`src/rtl/branch_update_queue_pkg.sv`:
```
// Shared fetch/branch types for the branch-update path: the per-lane execution
// result record and the sizing of the predictor update queue.
package branch_update_queue_pkg;

    localparam int unsigned BRQ_ISSUE_WIDTH = 2;
    localparam int unsigned BRQ_DEPTH       = 8;
    localparam int unsigned BRQ_ADDR_W      = 32;
    localparam int unsigned BRQ_PTR_W       = $clog2(BRQ_DEPTH);
    localparam int unsigned BRQ_CNT_W       = BRQ_PTR_W + 1;
    localparam int unsigned BRQ_MISP_W      = 16;

    typedef logic [BRQ_PTR_W-1:0] BrqPtr;
    typedef logic [BRQ_CNT_W-1:0] BrqCount;

    typedef struct packed {
        logic                  valid;
        logic [BRQ_ADDR_W-1:0] brAddr;
        logic [BRQ_ADDR_W-1:0] target;
        logic [BRQ_ADDR_W-1:0] apAddr;
        logic                  execTaken;
        logic                  isAX;
        logic                  mispred;
    } BranchResult;

endpackage

```
`src/rtl/branch_update_queue_if.sv`:
```
// Execution-stage result bus plus predictor update port of the branch update queue.
interface branch_update_queue_if
    import branch_update_queue_pkg::*;
#(
    parameter int unsigned INT_ISSUE_WIDTH = BRQ_ISSUE_WIDTH
) ();

    BranchResult [INT_ISSUE_WIDTH-1:0] brResultIn;
    logic                              clear;
    logic                              fullStall;
    logic                              updValid;
    logic                              updReady;
    BranchResult                       updResult;
    logic                              updBTB;
    logic                              updAXBTB;
    logic [BRQ_MISP_W-1:0]             mispredCount;

    modport master (
        output brResultIn, clear, updReady,
        input  fullStall, updValid, updResult, updBTB, updAXBTB, mispredCount
    );

    modport slave (
        input  brResultIn, clear, updReady,
        output fullStall, updValid, updResult, updBTB, updAXBTB, mispredCount
    );

endinterface

```
`src/rtl/branch_update_lane_compactor.sv`:
```
// Maps the lane valid mask to dense write offsets (prefix popcount) so valid
// lanes land in consecutive queue slots in ascending lane order.
module branch_update_lane_compactor #(
    parameter int unsigned LANES = 2,
    parameter int unsigned OFF_W = 2
) (
    input  logic [LANES-1:0]            i_valid_mask,
    output logic [LANES-1:0][OFF_W-1:0] o_offset,
    output logic [OFF_W-1:0]            o_num_valid
);

    logic [OFF_W-1:0] w_acc;

    always_comb begin
        w_acc    = '0;
        o_offset = '0;
        for (int i = 0; i < LANES; i++) begin
            o_offset[i] = w_acc;
            w_acc       = w_acc + OFF_W'(i_valid_mask[i]);
        end
        o_num_valid = w_acc;
    end

endmodule

```
`src/rtl/branch_update_queue.sv`:
```
// Multi-lane-in, single-out queue replaying execution branch results to the
// predictor update port, with back-pressure and a saturating mispredict counter.
module branch_update_queue
    import branch_update_queue_pkg::*;
#(
    parameter int unsigned INT_ISSUE_WIDTH = BRQ_ISSUE_WIDTH,
    parameter int unsigned DEPTH           = BRQ_DEPTH
) (
    input  logic                  clk,
    input  logic                  rst,
    branch_update_queue_if.slave  bus
);

    localparam int unsigned PTR_W = $clog2(DEPTH);
    localparam int unsigned CNT_W = PTR_W + 1;
    localparam int unsigned OFF_W = $clog2(INT_ISSUE_WIDTH + 1);

    BranchResult               r_mem [DEPTH];
    logic [PTR_W-1:0]          r_head;
    logic [PTR_W-1:0]          r_tail;
    logic [CNT_W-1:0]          r_count;
    logic [BRQ_MISP_W-1:0]     r_mispred_cnt;

    logic [INT_ISSUE_WIDTH-1:0]            w_valid_mask;
    logic [INT_ISSUE_WIDTH-1:0][OFF_W-1:0] w_offset;
    logic [OFF_W-1:0]                      w_num_valid;
    logic [INT_ISSUE_WIDTH-1:0]            w_lane_acc;
    logic [INT_ISSUE_WIDTH-1:0][PTR_W-1:0] w_wr_idx;
    logic [CNT_W-1:0]                      w_free;
    logic [CNT_W-1:0]                      w_num_acc;
    logic                                  w_upd_valid;
    logic                                  w_deq;
    BranchResult                           w_head;

    always_comb begin
        w_valid_mask = '0;
        for (int i = 0; i < INT_ISSUE_WIDTH; i++) begin
            w_valid_mask[i] = bus.brResultIn[i].valid;
        end
    end

    branch_update_lane_compactor #(
        .LANES (INT_ISSUE_WIDTH),
        .OFF_W (OFF_W)
    ) u_compactor (
        .i_valid_mask (w_valid_mask),
        .o_offset     (w_offset),
        .o_num_valid  (w_num_valid)
    );

    assign w_free = CNT_W'(DEPTH) - r_count;

    // Lanes whose compacted slot exceeds the free space are dropped (top lanes first).
    always_comb begin
        w_lane_acc = '0;
        w_wr_idx   = '0;
        w_num_acc  = '0;
        for (int i = 0; i < INT_ISSUE_WIDTH; i++) begin
            w_lane_acc[i] = w_valid_mask[i] && !bus.clear && (CNT_W'(w_offset[i]) < w_free);
            w_wr_idx[i]   = r_tail + PTR_W'(w_offset[i]);
            w_num_acc     = w_num_acc + CNT_W'(w_lane_acc[i]);
        end
    end

    assign w_upd_valid = (r_count != '0);
    assign w_head      = r_mem[r_head];
    assign w_deq       = w_upd_valid && bus.updReady;

    always_ff @(posedge clk or posedge rst) begin
        if (rst) begin
            r_head  <= '0;
            r_tail  <= '0;
            r_count <= '0;
        end else if (bus.clear) begin
            r_head  <= r_tail;
            r_count <= '0;
        end else begin
            r_tail  <= r_tail + PTR_W'(w_num_acc);
            r_head  <= r_head + PTR_W'(w_deq);
            r_count <= r_count + w_num_acc - CNT_W'(w_deq);
        end
    end

    // Storage holds data only; occupancy is tracked entirely by r_count.
    always_ff @(posedge clk) begin
        for (int i = 0; i < INT_ISSUE_WIDTH; i++) begin
            if (w_lane_acc[i]) begin
                r_mem[w_wr_idx[i]] <= bus.brResultIn[i];
            end
        end
    end

    // A dequeue in a clearing cycle still reaches the predictor, so it is counted.
    always_ff @(posedge clk or posedge rst) begin
        if (rst) begin
            r_mispred_cnt <= '0;
        end else if (w_deq && w_head.mispred && (r_mispred_cnt != '1)) begin
            r_mispred_cnt <= r_mispred_cnt + BRQ_MISP_W'(1);
        end
    end

    assign bus.updValid     = w_upd_valid;
    assign bus.updResult    = w_head;
    assign bus.updBTB       = w_upd_valid && w_head.execTaken && !w_head.isAX;
    assign bus.updAXBTB     = w_upd_valid && w_head.isAX;
    assign bus.fullStall    = (w_free < CNT_W'(INT_ISSUE_WIDTH));
    assign bus.mispredCount = r_mispred_cnt;

    a_no_lane_drop: assert property (@(posedge clk) disable iff (rst)
        bus.clear || (CNT_W'(w_num_valid) <= w_free))
        else $error("branch_update_queue: valid lanes dropped for lack of space");

endmodule

```
`src/flat_wrapper.sv`:
```
// flat-port wrapper written by rule: the top's interface ports become plain ports
module branch_update_queue_flat import branch_update_queue_pkg::*;
#(
    parameter int unsigned INT_ISSUE_WIDTH = BRQ_ISSUE_WIDTH,
    parameter int unsigned DEPTH           = BRQ_DEPTH
)
  (clk, rst, bus_brResultIn, bus_clear, bus_updReady, bus_fullStall, bus_updValid, bus_updResult, bus_updBTB, bus_updAXBTB, bus_mispredCount);
  branch_update_queue_if #(.INT_ISSUE_WIDTH(INT_ISSUE_WIDTH)) bus_i ();
  input  logic clk;
  input  logic rst;
  input wire logic [$bits(bus_i.brResultIn)-1:0] bus_brResultIn;
  input wire logic [$bits(bus_i.clear)-1:0] bus_clear;
  input wire logic [$bits(bus_i.updReady)-1:0] bus_updReady;
  output wire logic [$bits(bus_i.fullStall)-1:0] bus_fullStall;
  output wire logic [$bits(bus_i.updValid)-1:0] bus_updValid;
  output wire logic [$bits(bus_i.updResult)-1:0] bus_updResult;
  output wire logic [$bits(bus_i.updBTB)-1:0] bus_updBTB;
  output wire logic [$bits(bus_i.updAXBTB)-1:0] bus_updAXBTB;
  output wire logic [$bits(bus_i.mispredCount)-1:0] bus_mispredCount;
  assign bus_i.brResultIn = bus_brResultIn;
  assign bus_i.clear = bus_clear;
  assign bus_i.updReady = bus_updReady;
  assign bus_fullStall = bus_i.fullStall;
  assign bus_updValid = bus_i.updValid;
  assign bus_updResult = bus_i.updResult;
  assign bus_updBTB = bus_i.updBTB;
  assign bus_updAXBTB = bus_i.updAXBTB;
  assign bus_mispredCount = bus_i.mispredCount;
  branch_update_queue #(.INT_ISSUE_WIDTH(INT_ISSUE_WIDTH), .DEPTH(DEPTH)) u_core (.clk(clk), .rst(rst), .bus(bus_i));
endmodule
```
`config.mk`:
```
export PLATFORM = sky130hd
export DESIGN_NAME = branch_update_queue_flat
export DESIGN_NICKNAME = d
export VERILOG_FILES = /design/src/rtl/branch_update_queue_pkg.sv /design/src/rtl/branch_update_queue_if.sv /design/src/rtl/branch_update_lane_compactor.sv /design/src/rtl/branch_update_queue.sv /design/src/flat_wrapper.sv
export SDC_FILE = /design/constraint.sdc
export NUM_CORES = 1
export LEC_CHECK = 0
export CAP_MARGIN = 40
export CORE_UTILIZATION = 31
export DETAILED_ROUTE_END_ITERATION = 10
export PLACE_DENSITY = 0.59
export SETUP_SLACK_MARGIN = 0.02
export SLEW_MARGIN = 20
export SYNTH_ARGS = -nofsm -noshare
export SYNTH_HDL_FRONTEND = slang
export SYNTH_HIERARCHICAL = 1
export SYNTH_SLANG_ARGS = --single-unit
```
`constraint.sdc`:
```
create_clock -name clk -period 15.15 [get_ports clk]
set_clock_uncertainty 0.1 [all_clocks]
set_input_delay 2.2725 -clock clk [delete_from_list [all_inputs] [get_ports clk]]
set_output_delay 2.2725 -clock clk [all_outputs]
set_load 0.02 [all_outputs]
```
==> Implementation_results.wiki <==
{| class="wikitable"
! Metric !! Value
|-
| Largest stage delay on the critical path || 640 ps
|-
| Area used by multi-input combinational logic || 0.0159 sq mm
|-
| Length of routed wiring on met1 || 50.2 mm
|-
| Core footprint || 0.132 sq mm
|-
| Result of the run || finished clean
|-
| Reg-to-reg setup timing slack || 10,950 ps
|-
| Layout cells sized above 1 || 0.225
|-
| Routed via count || 22,700
|-
| Clk sink count || 826
|-
| Share of the cycle needed by the critical path after routing || 0.424
|-
| Classification of the worst-slack hold path || register to register
|-
| DRC marker count from the first detailed-route iteration || 1,698
|-
| Avg WL per Cell || 26.5 um
|-
| Post-Place Setup Slack || 8500 ps
|-
| Final total negative setup slack || 0 ps
|-
| HPWL reported at the end of detailed placement || 66.8 mm
|-
| Final-layout worst hold slack || 396 ps
|-
| Synth warn || 6
|-
| Number of buffers inserted by hold repair at cts || 0
|-
| DR WL met2 || 56.9 mm
|-
| Number of antenna violations at the first check in global routing || 28
|-
| Crit path kind || register to output port
|-
| Max-cap check violation count || 0
|-
| First-pass iteration count of the detailed router || 7
|-
| RSZ-0062 raised after global routing || false
|-
| Total of buffers placed on input and output ports || 323
|-
| Slew HR || 0.289
|-
| Highest metal layer with signal wires || met5
|-
| Area of the die || 0.134 sq mm
|-
| GR Util All Layers || 0.172
|-
| CP Buf/Inv Count || 5
|-
| CP required || 12,780 ps
|-
| Maximum number of pins on one net before global-route repair || 119
|-
| Horizontal extent of the die || 367 um
|-
| Nets || 2,801
|-
| Tmin final || 6420 ps
|-
| Crit Path Max Fanout || 32
|-
| Number of buffers created by CTS || 96
|-
| Max Freq || 0.156 GHz
|-
| Area added between synthesis and finish || 21.6%
|-
| Tightest Pin Transition || 1070 ps
|-
| Routed wire length on met3 || 6.92 mm
|-
| Post-CTS setup-driven buffer insertion count || 0
|-
| Total wire length after detailed routing || 117 mm
|-
| Category of the worst setup path launch point || register
|-
| Synthesized instance count || 2,246
|-
| Crit path setup slack, layout || 8730 ps
|-
| Cell class contributing the biggest share of worst-path delay || buffers and inverters
|-
| I/O Pins || 324
|-
| Crit path DAT || 4050 ps
|-
| Worst skew pair latency || 690 ps
|-
| H-tree Lvls || 3
|-
| Clock root buffer || clkbuf_16
|-
| Reported leakage power || 16.4 nW
|-
| Number of fillers in the final layout || 11,900
|-
| Via/cell ratio || 5.13
|-
| Number of pins with negative max-slew slack in the final report || 0
|-
| Total power after layout || 8.88 mW
|-
| Commonest non-fill, non-tap cell in the layout || edfxtp_1
|-
| Most frequent cells in the layout || edfxtp_1, mux2_1, clkdlybuf4s50_1
|-
| Site Rows || 133
|-
| Mapped Avg Cell Area || 18.3 sq um
|-
| CP Cell Sequence || buf_16, buf_4, buf_4, buf_16, mux4_2, mux2_2, clkdlybuf4s50_1
|-
| Post-CTS clock slew at the launch and capture registers of the worst setup and hold paths || 60 ps
|-
| Peak supply drop || 0.000136 V
|-
| Total gr overflow || 0
|-
| Height of the die || 367 um
|-
| Maximum clock insertion buffer count || 3
|-
| Final weighted congestion in routability-driven placement || 0.786
|-
| Clock tree from TritonCTS || yes
|-
| Endpoint type of the worst setup path || output port
|-
| Cell Pwr Density || 177 mW/mm^2
|-
| Syn Std Cell Area || 0.0412 sq mm
|-
| Vias in the first global route || 25,100
|-
| First-pass GRT wire length || 170 mm
|-
| DRC errors left || 0
|-
| Post-detailed-route count of antenna-violating nets || 0
|-
| Count of final hold-check violations || 0
|-
| Starting utilization of the core area || 0.313
|-
| Slowest library cell on the worst path || dfrtp_4
|-
| Seq. cell area || 0.0247 sq mm
|-
| Post-CTS resize count || 0
|-
| Final Setup Violations || 0
|}
[final timing paths]
| check | startpoint | to | cells after the start |
|---|---|---|---|
| setup / recovery | u_core/r_head[0] | bus_updResult[80] | 7 |
| hold / removal | u_core/bus.mispredCount[11] | u_core/bus.mispredCount[11] | 1 |
| setup reg to reg | u_core/r_count[0] | u_core/r_mem[4][66] | 10 |
| hold reg to reg | u_core/bus.mispredCount[11] | u_core/bus.mispredCount[11] | 1 |
| max in group asynchronous | rst | u_core/r_head[0] | 3 |
| min in group asynchronous | rst | u_core/bus.mispredCount[7] | 2 |
[final cells by class]
type                    instances  share of cell area
flip-flops and latches        826               0.493
multi-input cells            1250               0.317
repair buffers                384              0.0846
clock buffers                 116              0.0507
well taps                    1755              0.0438
clock inverters                55             0.00984
inverters                      19             0.00142
diodes                          8            0.000400
[state kept, by name, summed over array words and instances, names as in the netlist]
name	flops
u_core/r_mem	800
u_core/r_head	3
u_core/r_count	4
u_core/r_tail	3
u_core/bus.mispredCount	16
[worst reg2reg max path: cells and delay by family, from the launching register on]
family,cells,cell delay [ps]
buf+inv,4,1300
compound gates,3,750
simple gates,1,700
fa+ha+maj,2,550
flops,1,410
[through the flow]
| step | instance area [sq um] | cells | utilization |
|---|---|---|---|
| detailed placement | 47000 | 4230 | 0.357 |
| finish | 50100 | 4413 | 0.381 |
| floorplan | 41200 | 2248 | - |
| CTS | 50000 | 4401 | 0.380 |
| global placement | 46400 | 4210 | 0.353 |
| global route | 50100 | 4413 | 0.381 |
[layer usage]
metal  vias to the layer above  GRT usage
met5                         -          0
met4                        32     0.0531
met3                       165     0.0383
met2                       598      0.286
met1                     12000      0.222
li1                       9831          -
[power by group]
part	internal [mW]	switching [mW]	leakage (nW)	total [mW]
Clock	1.34	0.928	1.48	2.26
Sequential	3.03	0.149	7.59	3.18
Combinational	1.59	1.85	7.30	3.43
No activity file was read; power rests on OpenSTA's default activity.
